`src/rtl/divisor_pkg.sv`:
```
// Shared definitions for the restoring divider: FSM state encoding and
// the quotient pattern reported when the divisor is zero.
package divisor_pkg;

  typedef enum logic [1:0] {
    IDLE = 2'd0,
    CALC = 2'd1,
    DONE = 2'd2
  } state_t;

  localparam int DEFAULT_N = 32;

  // Quotient reported for a zero divisor: all ones at width n (n <= 64).
  function automatic logic [63:0] zero_div_quot(input int n);
    logic [63:0] ones;
    ones = '1;
    return ones >> (64 - n);
  endfunction

endpackage

```
`src/rtl/divisor_paso_resta.sv`:
```
// One combinational restoring-division step: shift the next dividend bit
// into the partial remainder and subtract the divisor if it fits.
module paso_resta #(
  parameter int N = 32
) (
  input  logic [N-1:0] r,
  input  logic         a_msb,
  input  logic [N-1:0] b,
  output logic [N-1:0] r_next,
  output logic         q_bit
);

  logic [N:0]   r_shift;
  logic [N-1:0] diff;

  // N+1 bits wide so a remainder close to 2^N still compares correctly.
  assign r_shift = {r, a_msb};
  assign q_bit   = (r_shift >= {1'b0, b});
  // When the subtraction is taken the result is below b, so N bits suffice.
  assign diff    = r_shift[N-1:0] - b;
  assign r_next  = q_bit ? diff : r_shift[N-1:0];

endmodule

```
`src/rtl/divisor.sv`:
```
// Sequential unsigned restoring divider, one quotient bit per clock, with a
// valid_data / Done_Flag / ack handshake; results held until acknowledged.
module divisor
  import divisor_pkg::*;
#(
  parameter int N = DEFAULT_N
) (
  input  logic         clk,
  input  logic         reset,
  input  logic [N-1:0] a,
  input  logic [N-1:0] b,
  input  logic         valid_data,
  input  logic         ack,
  output logic [N-1:0] cociente,
  output logic [N-1:0] residuo,
  output logic         Done_Flag,
  output logic         div_cero
);

  localparam int CNT_W = (N > 1) ? $clog2(N) : 1;
  localparam logic [N-1:0] QUOT_ZERO_DIV = N'(zero_div_quot(N));

  state_t         state_reg, state_next;
  logic [N-1:0]   a_reg, a_next;
  logic [N-1:0]   b_reg, b_next;
  logic [N-1:0]   r_reg, r_next;
  logic [N-1:0]   coc_reg, coc_next;
  logic [N-1:0]   res_reg, res_next;
  logic [CNT_W-1:0] cnt_reg, cnt_next;
  logic           done_reg, done_next;
  logic           dz_reg, dz_next;

  logic [N-1:0]   step_r;
  logic           step_q;
  logic           last_step;
  logic           ack_taken;

  paso_resta #(.N(N)) u_paso_resta (
    .r      (r_reg),
    .a_msb  (a_reg[N-1]),
    .b      (b_reg),
    .r_next (step_r),
    .q_bit  (step_q)
  );

  assign last_step = (cnt_reg == CNT_W'(N - 1));
  // ack only counts once the consumer can actually see Done_Flag.
  assign ack_taken = ack && done_reg;

  always_ff @(posedge clk or negedge reset) begin
    if (!reset) state_reg <= IDLE;
    else        state_reg <= state_next;
  end

  always_comb begin
    state_next = state_reg;
    case (state_reg)
      IDLE:    if (valid_data) state_next = (b != '0) ? CALC : DONE;
      CALC:    if (last_step)  state_next = DONE;
      DONE:    if (ack_taken)  state_next = IDLE;
      default: state_next = IDLE;
    endcase
  end

  always_comb begin
    a_next    = a_reg;
    b_next    = b_reg;
    r_next    = r_reg;
    cnt_next  = cnt_reg;
    coc_next  = coc_reg;
    res_next  = res_reg;
    dz_next   = dz_reg;
    done_next = 1'b0;
    case (state_reg)
      IDLE: begin
        if (valid_data) begin
          if (b != '0) begin
            a_next   = a;
            b_next   = b;
            r_next   = '0;
            cnt_next = '0;
          end else begin
            coc_next = QUOT_ZERO_DIV;
            res_next = a;
            dz_next  = 1'b1;
          end
        end
      end
      CALC: begin
        a_next   = {a_reg[N-2:0], step_q};
        r_next   = step_r;
        cnt_next = cnt_reg + CNT_W'(1);
        if (last_step) begin
          coc_next = {a_reg[N-2:0], step_q};
          res_next = step_r;
          dz_next  = 1'b0;
        end
      end
      DONE: begin
        // Flag follows entry into DONE by one edge and drops on the ack edge.
        done_next = !ack_taken;
        if (ack_taken) dz_next = 1'b0;
      end
      default: ;
    endcase
  end

  always_ff @(posedge clk or negedge reset) begin
    if (!reset) begin
      a_reg    <= '0;
      b_reg    <= '0;
      r_reg    <= '0;
      cnt_reg  <= '0;
      coc_reg  <= '0;
      res_reg  <= '0;
      done_reg <= 1'b0;
      dz_reg   <= 1'b0;
    end else begin
      a_reg    <= a_next;
      b_reg    <= b_next;
      r_reg    <= r_next;
      cnt_reg  <= cnt_next;
      coc_reg  <= coc_next;
      res_reg  <= res_next;
      done_reg <= done_next;
      dz_reg   <= dz_next;
    end
  end

  assign cociente  = coc_reg;
  assign residuo   = res_reg;
  assign Done_Flag = done_reg;
  assign div_cero  = dz_reg;

endmodule

```
`config.mk`:
```
export PLATFORM = sky130hd
export DESIGN_NAME = divisor
export DESIGN_NICKNAME = d
export VERILOG_FILES = /design/src/rtl/divisor_pkg.sv /design/src/rtl/divisor_paso_resta.sv /design/src/rtl/divisor.sv
export SDC_FILE = /design/constraint.sdc
export NUM_CORES = 1
export LEC_CHECK = 0
export ABC_AREA = 1
export CAP_MARGIN = 25
export CORE_MARGIN = 4
export CORE_UTILIZATION = 51
export DETAILED_ROUTE_END_ITERATION = 12
export PLACE_DENSITY_LB_ADDON = 0.1
export SYNTH_ARGS = -nofsm -noshare
export SYNTH_HDL_FRONTEND = slang
export SYNTH_SLANG_ARGS = --single-unit
```
`constraint.sdc`:
```
create_clock -name clk -period 2 [get_ports clk]
set_clock_uncertainty 0.1 [all_clocks]
set_input_delay 0.3 -clock clk [delete_from_list [all_inputs] [get_ports clk]]
set_output_delay 0.3 -clock clk [all_outputs]
set_load 0.01 [all_outputs]
```
=== After elaboration in Yosys (flattened, before gate mapping) ===
Cells that the tools add are included.

* Memory bits (writable): 0
* Input port bits: 68
* Logic and storage cells: 60
* Memories: 0
* Output and inout port bits: 66
* Memory bits (read-only): 0
* Bits in latches: 0
* Bits in registers: 169

* Reductions and logical operators: 11
* Shifts and indexed selects: 0
* Bitwise operators: 0
* Multiply operators: 0
* Equality and inequality tests: 8
* Magnitude comparators: 1
* Muxes and demuxes: 29
* Div/mod/pow operators: 0
* $add $sub $neg: 2

{| class="wikitable"
|+ Operators with widths
! kind !! count
|-
| $mux W32 || 11
|-
| $pmux W32 S2 || 4
|-
| $ge A33 B32 Y1 || 1
|-
| $reduce_bool A32 Y1 || 1
|-
| $sub A32 B32 Y32 || 1
|-
| $mux W5 || 2
|-
| $ne A2 B2 Y1 const B || 5
|-
| $pmux W5 S2 || 1
|-
| $reduce_and A3 Y1 || 3
|-
| $mux W2 || 4
|-
| $pmux W2 S3 || 1
|-
| $add A5 B1 Y5 const B || 1
|-
| $eq A5 B5 Y1 const B || 1
|-
| $mux W1 || 5
|-
| $reduce_and A5 Y1 || 1
|-
| $reduce_and A4 Y1 || 1
|-
| $pmux W1 S3 || 1
|-
| $reduce_bool A3 Y1 || 1
|-
| $eq A2 B1 Y1 const B || 1
|-
| $eq A2 B2 Y1 const B || 1
|-
| $logic_not A2 Y1 || 1
|-
| $reduce_bool A2 Y1 || 1
|-
| $logic_and A1 B1 Y1 || 1
|-
| $logic_not A1 Y1 || 1
|}

=== Depth between registers and ports, before layout ===
Gate-level depths: netlist of the first run.

* Depth after elaboration: 4
* Depth in mapped cells: 17
* Gate-level depth less buffers: 17

=== Modules after synthesis ===
A second synthesis of the first run with hierarchy kept.

* Cell total of the unflattened synthesis: 1693
* Area, all modules: 11257.0 um^2

{| class="wikitable"
|+ Modules (own cells, without submodules)
! module !! area each (um^2) !! cells each !! times used !! seq. area each (um^2)
|-
| divisor || 8096.5 || 1046 || 1 || 4229.1
|-
| paso_resta || 3160.5 || 647 || 1 || 0.0
|}

=== Worst setup path before layout of the first run ===
Ideal clock, no wire load.

* Path kind: register to register
* Start: register r_reg[27]
* End: register res_reg[30], in the netlist residuo[30]
* Required time: 1.787 ns
* Setup time: 0.113 ns
* Path slack: -0.052 ns
* Clock period less this slack: 2.052 ns
* Path buffers: 1
* Cell stages (with the launch flop): 14
* Data arrival time: 1.839 ns
* Cells stage by stage: dfrtp_1 > ha_1 > nand2_2 > inv_1 > a21oi_1 > o21a_1 > nand2_1 > nor2_4 > nand2_8 > buf_12 > nand3_4 > nand3_1 > nand2_1 > inv_1

* Cells in the longest elaborated chain, start to end: 4
* Elaborated cells on any way between the ends: 5
* Those cells by class: add/sub (1); order compare (1); mux (3)

{| class="wikitable"
|+ Ends and longest elaborated chain
! element !! RTL line !! RTL
|-
| start: declaration || divisor.sv:26 || <nowiki>logic [N-1:0] r_reg, r_next;</nowiki>
|-
| start signal: assignment || divisor.sv:121 || <nowiki>r_reg <= r_next;</nowiki>
|-
| $sub A32 B32 Y32 / $ge A33 B32 Y1 (equally long branches) || divisor_paso_resta.sv:20, divisor_paso_resta.sv:18 ||
|-
| $mux W32 (*) || divisor_paso_resta.sv:21 || <nowiki>assign r_next = q_bit ? diff : r_shift[N-1:0];</nowiki>
|-
| $mux W32 (*) || divisor.sv:93 || <nowiki>if (last_step) begin</nowiki>
|-
| $pmux W32 S2 (*) || divisor.sv:74 || <nowiki>case (state_reg)</nowiki>
|-
| end signal: assignment || divisor.sv:124 || <nowiki>res_reg <= res_next;</nowiki>
|-
| end: declaration || divisor.sv:28 || <nowiki>logic [N-1:0] res_reg, res_next;</nowiki>
|}

Every way passes the cells marked *; elsewhere a longest branch is shown, timed or not. The select of a mux whose other input is x is not followed.
A chain may end at the register's enable or synchronous reset.

=== Final worst setup path of the first run ===
* Start: register r_reg[6]
* End: register r_reg[11]

* Cells in the longest elaborated chain, start to end: 3
* Elaborated cells on any way between the ends: 4
* Those cells by class: add/sub (1); order compare (1); mux (2)

{| class="wikitable"
|+ Ends and longest elaborated chain
! element !! RTL line
|-
| $sub A32 B32 Y32 / $ge A33 B32 Y1 (equally long branches) || divisor_paso_resta.sv:20, divisor_paso_resta.sv:18
|-
| $mux W32 (*) || divisor_paso_resta.sv:21
|-
| $pmux W32 S2 (*) || divisor.sv:74
|}

Every way passes the cells marked *; elsewhere a longest branch is shown, timed or not.

==> impl_metrics.toml, run 1 <==
[logic_synthesis]
syn_area_per_cell_um2 = 6.72
ys_seq_elements = 169
syn_area_mm2 = 0.0110
synth-simple-area-share_pct = 34.9
synth_edf_count = 0
yosys-top-cells-area = "dfrtp_1 39%, nand2_1 20%, inv_1 10%"
yosysTopAreaCellShare_pct = 38.5
syn_inst = 1633
synthAdderAreaFrac_pct = 4.40
synth_top_family_by_area = "simple AND/OR/NAND/NOR gates"
synthMuxAreaShare_pct = 0
ys_seq_area_share_pct = 38.5
synth_ff_type = "dfrtp_1"
synthArstFlopShare_pct = 100
synth_cell_types = 32
yosysTopAreaCell = "dfrtp_1"
synth_compound_area_share_pct = 7.31
synth_nets = 1739
synth_xor_area_share_pct = 1.28
yosysWarnings = 0

[die]
chipHeight_um = 155
die-width_um = 155
fp.dieArea_mm2 = 0.0239
rows = 53
start_util_pct = 52.0
io_pins = 134
core-area_mm2 = 0.0211

[run_status]
violations = "negative setup slack"
status = "finished, violations left"

[clocking]
cts_num_sinks = 169
clk_path_buf_depth = 2
root_buffer = "clkbuf_16"
clk_pin_slew_ns = 0.07
htreeDepth = 4
clkLatencyLatePin_ns = 0.43
numCtsBuffers = 17
cts_tree = "yes"

[detailed_routing]
wl_met2_um = 16800
wl_met1_um = 13900
drt_iter0_drc = 696
drt-vias-per-instance = 5.08
dr_wl_met3_um = 1660
first_pass_iters = 6
drcViolationCount = 0
postRouteAntennaNets = 0
detail_route.wl_per_cell_um = 15.2
vias = 11300
postRouteWirelength_um = 33800
topRoutingLayerUsed = "met4"

[run]
cap_violations = 0

[global_route]
antenna_found_initial = 0
grt_start_max_net_pins = 101
gr-total-overflow = 0
grt_pass1_wl_um = 54000
grtUsageTotal_pct = 27.9
grt_pass1_vias = 10800

[critical_path]
crit_required_ns = 2.27
crit-reg2reg-launch = "r_reg[6]"
crit_type = "reg2reg"
critPathArrivalTime_ns = 2.60
crit_fanout = 8
startpoint_type = "flop"
startpoint = "r_reg[6]"
worst_setup_path_end_kind = "flop"

[power]
power_mw = 22.1
p_per_area_mw_per_mm2 = 1410
irDropWorstVdd_v = 0.00131
p_leak_nw = 8.41

[placed_design]
placed_cell_area_mm2 = 0.0143
dp_hpwl_um = 25200
port_buffers = 133
gp_congestion = 0.947
dp_slack_ns = -0.664

[layout]
layout_common_cells = "538 x nand2_1, 292 x inv_1, 193 x buf_4"
fin_util_pct = 74.2
final_common_cell = "nand2_1"
post-route-cell-area_mm2 = 0.0156
syn_to_final_growth_pct = 42.6
fin_nets = 2046
drive_gt1_share_pct = 23.5
diodes = 0

[timing]
post-route-period-util_pct = 116
layout_setup_ws_ns = -0.327
tightest_slew_ns = 0.559
relSlewSlack_pct = 62.7
drv_slew = 0
rsz0062_at_grt = "yes"
setup_viol = 71
fmax_mhz = 430
hold_violations = 0
period_minus_slack_ns = 2.33

[min_path]
hold_path_class = "in2async"
[logic make-up (layout without fill, tap and decap cells)]
group           count (synthesis)  count (layout)
compound gates                158             158
xor+xnor                       16              16
fa+ha+maj                      38              38
buf+inv                       372             692
flops                         169             169
simple gates                  880             880
[synth_stat cells (2+ instances only)]
cell and count:
a21oi_1 53, and2_1 8, buf_1 5, buf_12 2, buf_2 21, buf_4 6
clkbuf_1 27, dfrtp_1 169, ha_1 37, inv_1 305, inv_2 4, nand2_1 585
nand2_2 6, nand3_1 70, nand3_2 28, nand3_4 2, nand4_1 50, nor2_1 110
nor2_2 10, nor2_4 3, nor3_1 6, o21a_1 3, o21ai_0 98, o21ai_1 2
xor2_1 16
[power breakdown]
part           internal (mW)  switching (mW)
Sequential              4.82           0.890
Clock                   1.67            1.65
Combinational           5.82            7.21
Total                   12.3            9.75
[stage by stage]
stage,TNS [ns],hold WS [ns],cells
floorplan,0,-0.0956,1633
global placement,-64.06,0.104,2182
detailed placement,-71.80,0.104,2182
CTS,-15.22,0.210,2216
global route,-29.29,0.220,2228
finish,-17.89,0.212,2228
[critical path, stage by stage, from the launching register on]
cell and delay, ns:
dfrtp_1 0.43, ha_4 0.30, nand2_1 0.12, nor2_2 0.13, nand2_1 0.07, nor2_2 0.13, nand2_2 0.09, nor2_4 0.10
nor2_4 0.04, buf_12 0.13, nand2_8 0.10, buf_12 0.15, nand3_2 0.09, nand2_2 0.12, nand2_1 0.06, nand2_1 0.07
[routing by layer]
metal | up-vias | GRT usage (%)
met5 | - | 0
met4 | 0 | 11.6
li1 | 5619 | -
met3 | 80 | 3.41
met1 | 5265 | 35.9
met2 | 353 | 47.8
[final timing paths]
kind | end | slack, ns | cells past startpoint
max | r_reg[11] | -0.33 | 15
min | b_reg[7] | 0.21 | 2
max reg2reg | r_reg[11] | -0.33 | 15
min reg2reg | cociente[5] | 0.38 | 2
max in group asynchronous | r_reg[14] | 0.95 | 3
min in group clk | b_reg[26] | 0.35 | 3
[repair_timing]
action | in CTS | in global routing
buffers inserted | 1 | 9
gates cloned | 0 | 3
hold buffers | 1 | 0
setup endpoints to repair | 96 | 152
gates resized for setup | 60 | 97
pin swaps | 14 | 41
endpoints found under the hold margin | 62 | 0
[final cells by class]
type / instances / area (um^2)
Timing Repair Buffer: 350 / 3250
Tap cell: 275 / 344
Fill cell: 1711 / 5440
Inverter: 310 / 1160
Sequential cell: 169 / 4240
Clock buffer: 17 / 425
Clock inverter: 15 / 164
Multi-Input combinational cell: 1092 / 6050
(Power assumes the default switching activity.)
==> run 2, diff against run 1 <==
--- a/config.mk
+++ b/config.mk
@@ -11,6 +11,7 @@
 export CORE_UTILIZATION = 51
 export DETAILED_ROUTE_END_ITERATION = 12
 export PLACE_DENSITY_LB_ADDON = 0.1
+export REMOVE_ABC_BUFFERS = 1
 export SYNTH_ARGS = -nofsm -noshare
 export SYNTH_HDL_FRONTEND = slang
 export SYNTH_SLANG_ARGS = --single-unit
==> impl_metrics.toml, run 2 (synthesis gave the netlist of run 1 again) <==
[timing]
tightest_slew_ns = 0.480
period_minus_slack_ns = 2.35
drv_slew = 0
tns_ns = -19.30
setup_viol = 80
fmax_mhz = 425
layout_setup_ws_ns = -0.352
relSlewSlack_pct = 68.0
post-route-period-util_pct = 118
rsz0062_at_grt = "yes"
hold_violations = 0

[layout]
layout_common_cells = "492 x nand2_1, 259 x inv_1, 224 x buf_4"
final_common_cell = "nand2_1"
fin_nets = 2104
drive_gt1_share_pct = 31.2
diodes = 0
syn_to_final_growth_pct = 54.3

[die]
chipHeight_um = 155
rows = 53
core-area_mm2 = 0.0211
fp.dieArea_mm2 = 0.0239
start_util_pct = 52.0
die-width_um = 155
io_pins = 134

[global_route]
antenna_found_initial = 0
grt_pass1_wl_um = 58400
grt_start_max_net_pins = 66
grtUsageTotal_pct = 30.4
grt_pass1_vias = 11600
gr-total-overflow = 0

[run_status]
status = "finished, violations left"
violations = "negative setup slack"

[detailed_routing]
postRouteWirelength_um = 37700
detail_route.wl_per_cell_um = 16.5
drt-vias-per-instance = 5.16
vias = 11800
first_pass_iters = 5
drt_iter0_drc = 850
dr_wl_met3_um = 1960
wl_met1_um = 15200
topRoutingLayerUsed = "met4"
postRouteAntennaNets = 0
drcViolationCount = 0
wl_met2_um = 19300

[power]
p_per_area_mw_per_mm2 = 1470
irDropWorstVdd_v = 0.00156
p_leak_nw = 9.00

[placed_design]
dp_slack_ns = -0.523
dp_hpwl_um = 25700
port_buffers = 133
gp_congestion = 0.959

[clocking]
clkLatencyLatePin_ns = 0.44
clk_path_buf_depth = 2
clk_pin_slew_ns = 0.07
cts_num_sinks = 169
root_buffer = "clkbuf_16"
numCtsBuffers = 17
cts_tree = "yes"
htreeDepth = 4

[critical_path]
crit-reg2reg-launch = "b_reg[26]"
r2r_cells = 14
critical-path-slowest-cell = "dfrtp_1"
reg2reg_slack_ns = -0.35
crit_fanout = 8
critical_path.cell_chain = "inv_2, ha_4, nand2_1, nand2_2, a21oi_2, o21a_1, nand2_2, nor2_4, nand2_8, clkbuf_16, nand3_4, nand3_1, nand2_1, inv_1"
cpPeakStageDelay_ns = 0.39
critPathArrivalTime_ns = 2.58
regToRegEndpoint = "residuo[16]"
startpoint_type = "flop"
crit_type = "reg2reg"
crit_required_ns = 2.23
worst_setup_path_end_kind = "flop"

[min_path]
hold_path_class = "in2async"

[run]
cap_violations = 0
run 2: changes by cell type in the layout (fill, tap and decap cells not counted), sizes merged:
cell      before  now
inv          314  313
clkbuf        20   23
clkinvlp       3    1
buf          214  269
bufbuf         0    2
clkinv         8    7
bufinv         0    2
run 2: area by class of cell:
class	instances	area (um^2)
clock buffer	19	433
sequential	169	4230
tap	275	344
clock inverter	13	165
multi-input combinational	1092	6640
inverter	310	1170
timing repair buffer	408	3950
fill	1447	4160
run 2: per-layer routing:
layer | track usage, % | vias up
li1 | - | 5727
met1 | 38.5 | 5579
met2 | 54.0 | 413
met3 | 3.13 | 76
met4 | 11.0 | 0
met5 | 0 | -
run 2: power by group:
group,internal (mW),switching [mW],total [mW]
Clock,1.88,1.54,3.43
Combinational,7.14,8.47,15.6
Sequential,4.83,1.05,5.88
Total,13.9,11.1,24.9
run 2: worst max-delay path by stage:
stage	cells after the start	slack, ns	start	end
6_report	14	-0.35	b_reg[26]	residuo[16]
5_1_grt	14	-0.44	b_reg[29]	residuo[16]
4_1_cts	17	-0.25	a_reg[31]	r_reg[30]
3_5_place_dp	13	-0.52	b[1]	cociente[24]
3_3_place_gp	13	-0.44	b[0]	cociente[28]
2_1_floorplan	6	-5.71	state_reg[1]	cociente[10]
run 2: per-stage QoR:
step | area, um^2 | total power, mW | util, % | hold slack (ns) | std cells
2_1_floorplan | 10600 | 11.3 | - | -0.0956 | 1571
3_3_place_gp | 14200 | 17.3 | 67.5 | 0.167 | 2203
3_5_place_dp | 14200 | 17.6 | 67.5 | 0.160 | 2203
4_1_cts | 16200 | 23.6 | 76.7 | 0.272 | 2271
5_1_grt | 16900 | 26.5 | 80.3 | 0.303 | 2286
6_report | 16900 | 24.9 | 80.3 | 0.264 | 2286
run 2: what timing repair did:
item | CTS | global route
cloned | 7 | 4
endpoints found under the hold margin | 38 | 0
hold buffers | 1 | 0
setup buffers | 30 | 13
gates resized for setup | 240 | 155
endpoints found under the setup margin | 92 | 121
pin swaps | 68 | 72
run 2: worst max-delay path: cells and delay by family (launching register included):
kind	cells	cell delay [ns]
and+or+nand+nor	8	0.85
DFF	1	0.39
buffers and inverters	3	0.36
AOI/OAI and AO/OA	2	0.33
adders and majority gates	1	0.21
==> run 3, diff against run 2 <==
--- a/config.mk
+++ b/config.mk
@@ -8,10 +8,13 @@
 export ABC_AREA = 1
 export CAP_MARGIN = 25
 export CORE_MARGIN = 4
-export CORE_UTILIZATION = 51
+export CORE_UTILIZATION = 59
 export DETAILED_ROUTE_END_ITERATION = 12
+export DONT_BUFFER_PORTS = 1
+export GPL_ROUTABILITY_DRIVEN = 0
 export PLACE_DENSITY_LB_ADDON = 0.1
 export REMOVE_ABC_BUFFERS = 1
+export SLEW_MARGIN = 20
 export SYNTH_ARGS = -nofsm -noshare
 export SYNTH_HDL_FRONTEND = slang
 export SYNTH_SLANG_ARGS = --single-unit
==> impl_metrics.toml, run 3 (synthesis gave the netlist of run 1 again) <==
[power]
swShare_pct = 46.4
switchingPower_mw = 10.8
p_per_area_mw_per_mm2 = 1530
internal-power_mw = 12.4
power_mw = 23.2
p_leak_nw = 8.36
comb_power_share_pct = 58.8
power_frac_clock_pct = 14.3
seqPwrFrac_pct = 27.0
irDropWorstVdd_v = 0.00209

[timing]
hold_violations = 169
relSlewSlack_pct = 68.2
tns_ns = -30.55
rsz0062_at_grt = "yes"
period_minus_slack_ns = 2.50
post-route-period-util_pct = 125
hold_slack_ns = -0.547
tightest_slew_ns = 0.477
layout_setup_ws_ns = -0.497
fmax_mhz = 400
setup_viol = 96
drv_slew = 0

[global_route]
grt_util_met2_pct = 55.2
grtUsageTotal_pct = 32.1
grt_pass1_wl_um = 52900
top_usage_layer = "met2"
grt_start_max_net_pins = 170
gr-total-overflow = 0
grtUsageMet3_pct = 7.28
met1_usage_pct = 37.4
grt_pass1_vias = 11000
antenna_found_initial = 0

[run_status]
status = "finished, violations left"
violations = "negative hold slack, negative setup slack"

[die]
core-area_mm2 = 0.0181
io_pins = 134
chipHeight_um = 144
die-width_um = 144
rows = 49
start_util_pct = 60.5
fp.dieArea_mm2 = 0.0208

[critical_path]
crit_type = "reg2reg"
crit_fanout = 9
startpoint_type = "flop"
crit_required_ns = 2.28
crit-reg2reg-launch = "r_reg[30]"
startpoint = "r_reg[30]"
worst_setup_path_end_kind = "flop"
critPathArrivalTime_ns = 2.77

[min_path]
hold_path_class = "in2async"

[placed_design]
dp_cells = 1979
placed_cell_area_mm2 = 0.0124
dp_hpwl_um = 21800
port_buffers = 0

[layout]
layout_common_cells = "521 x nand2_1, 279 x inv_1, 207 x buf_4"
diodes = 0
syn_to_final_growth_pct = 38.2
fin_nets = 1973
drive_gt1_share_pct = 28.1
final_common_cell = "nand2_1"
final-instance-count-excl-fill = 2109
post-route-cell-area_mm2 = 0.0152

[detailed_routing]
drcViolationCount = 0
drt_iter0_drc = 1326
postRouteAntennaNets = 0
postRouteWirelength_um = 39400
first_pass_iters = 8
vias = 12000
detail_route.wl_per_cell_um = 18.7
drt-vias-per-instance = 5.69

[clocking]
clk_pin_slew_ns = 0.07
clk_path_buf_depth = 2
hold_buffers = 22
cts_num_sinks = 169
numCtsBuffers = 17
root_buffer = "clkbuf_16"
clkLatencyLatePin_ns = 0.45
cts_tree = "yes"
htreeDepth = 4

[run]
cap_violations = 0
==> run 3: cell types whose count changed in the layout (fill, tap and decap cells not counted), sizes merged <==
| cell | delta |
|---|---|
| bufinv | -1 |
| dlygate4sd3 | +21 |
| bufbuf | -2 |
| clkdlybuf4s50 | -132 |
| inv | +2 |
| buf | -27 |
| clkbuf | +9 |
| clkinvlp | +1 |
| clkinv | -2 |
==> run 3: final timing paths <==
path / end / slack [ns] / depth (start not counted)
setup / recovery: r_reg[0] / -0.50 / 15
hold / removal: cociente[3] / -0.55 / 0
setup reg to reg: r_reg[0] / -0.50 / 15
hold reg to reg: b_reg[1] / 0.39 / 2
max in group asynchronous: a_reg[0] / 1.93 / 0
min in group clk: b_reg[2] / 0.02 / 3
==> run 3: metal layers <==
metal / up-vias / wire length (um)
met5: - / 0
met4: 0 / 2980
met3: 233 / 3580
met2: 773 / 18900
met1: 5545 / 14000
li1: 5454 / -
==> run 3: worst max-delay path: stages (launching register included) <==
cell,delay (ns)
dfrtp_1,0.40
ha_1,0.34
nand2_1,0.11
nor2_1,0.18
nand2_1,0.13
nor2_2,0.12
nand2_2,0.09
nor2_4,0.14
nor2_4,0.06
buf_6,0.12
nand2_8,0.12
clkbuf_16,0.19
nand3_2,0.09
nand2_1,0.08
nand2_1,0.06
nand2_1,0.08
==> run 3: final cells by class <==
cell class | count | area (um^2)
timing repair buffer | 277 | 2680
inverter | 310 | 1160
sequential | 169 | 4230
clock buffer | 19 | 433
clock inverter | 13 | 139
multi-input combinational | 1092 | 6230
tap | 229 | 287
fill | 1028 | 2980
==> run 3: power by group through the flow <==
stage | combinational, mW | clock [mW] | sequential, mW
final | 13.6 | 3.31 | 6.25
after global routing | 14.6 | 3.47 | 6.42
after CTS | 10.7 | 3.33 | 6.15
after detailed placement | 9.42 | 0 | 6.17
after global placement | 9.21 | 0 | 6.14
after floorplan | 5.50 | 0 | 5.84
==> run 3: stage by stage <==
| step | util [%] | setup slack (ns) |
|---|---|---|
| global route | 83.6 | -0.601 |
| detailed placement | 68.5 | -0.360 |
| CTS | 77.9 | -0.292 |
| finish | 83.6 | -0.497 |
| floorplan | - | -5.71 |
| global placement | 68.5 | -0.336 |
==> run 3: what timing repair did <==
action / 4_1_cts / 5_1_grt
pin swaps: 15 / 43
gates cloned: 3 / 19
setup endpoints to repair: 72 / 126
buffers inserted: 37 / 18
hold endpoints to repair: 191 / 169
resized for setup: 105 / 170
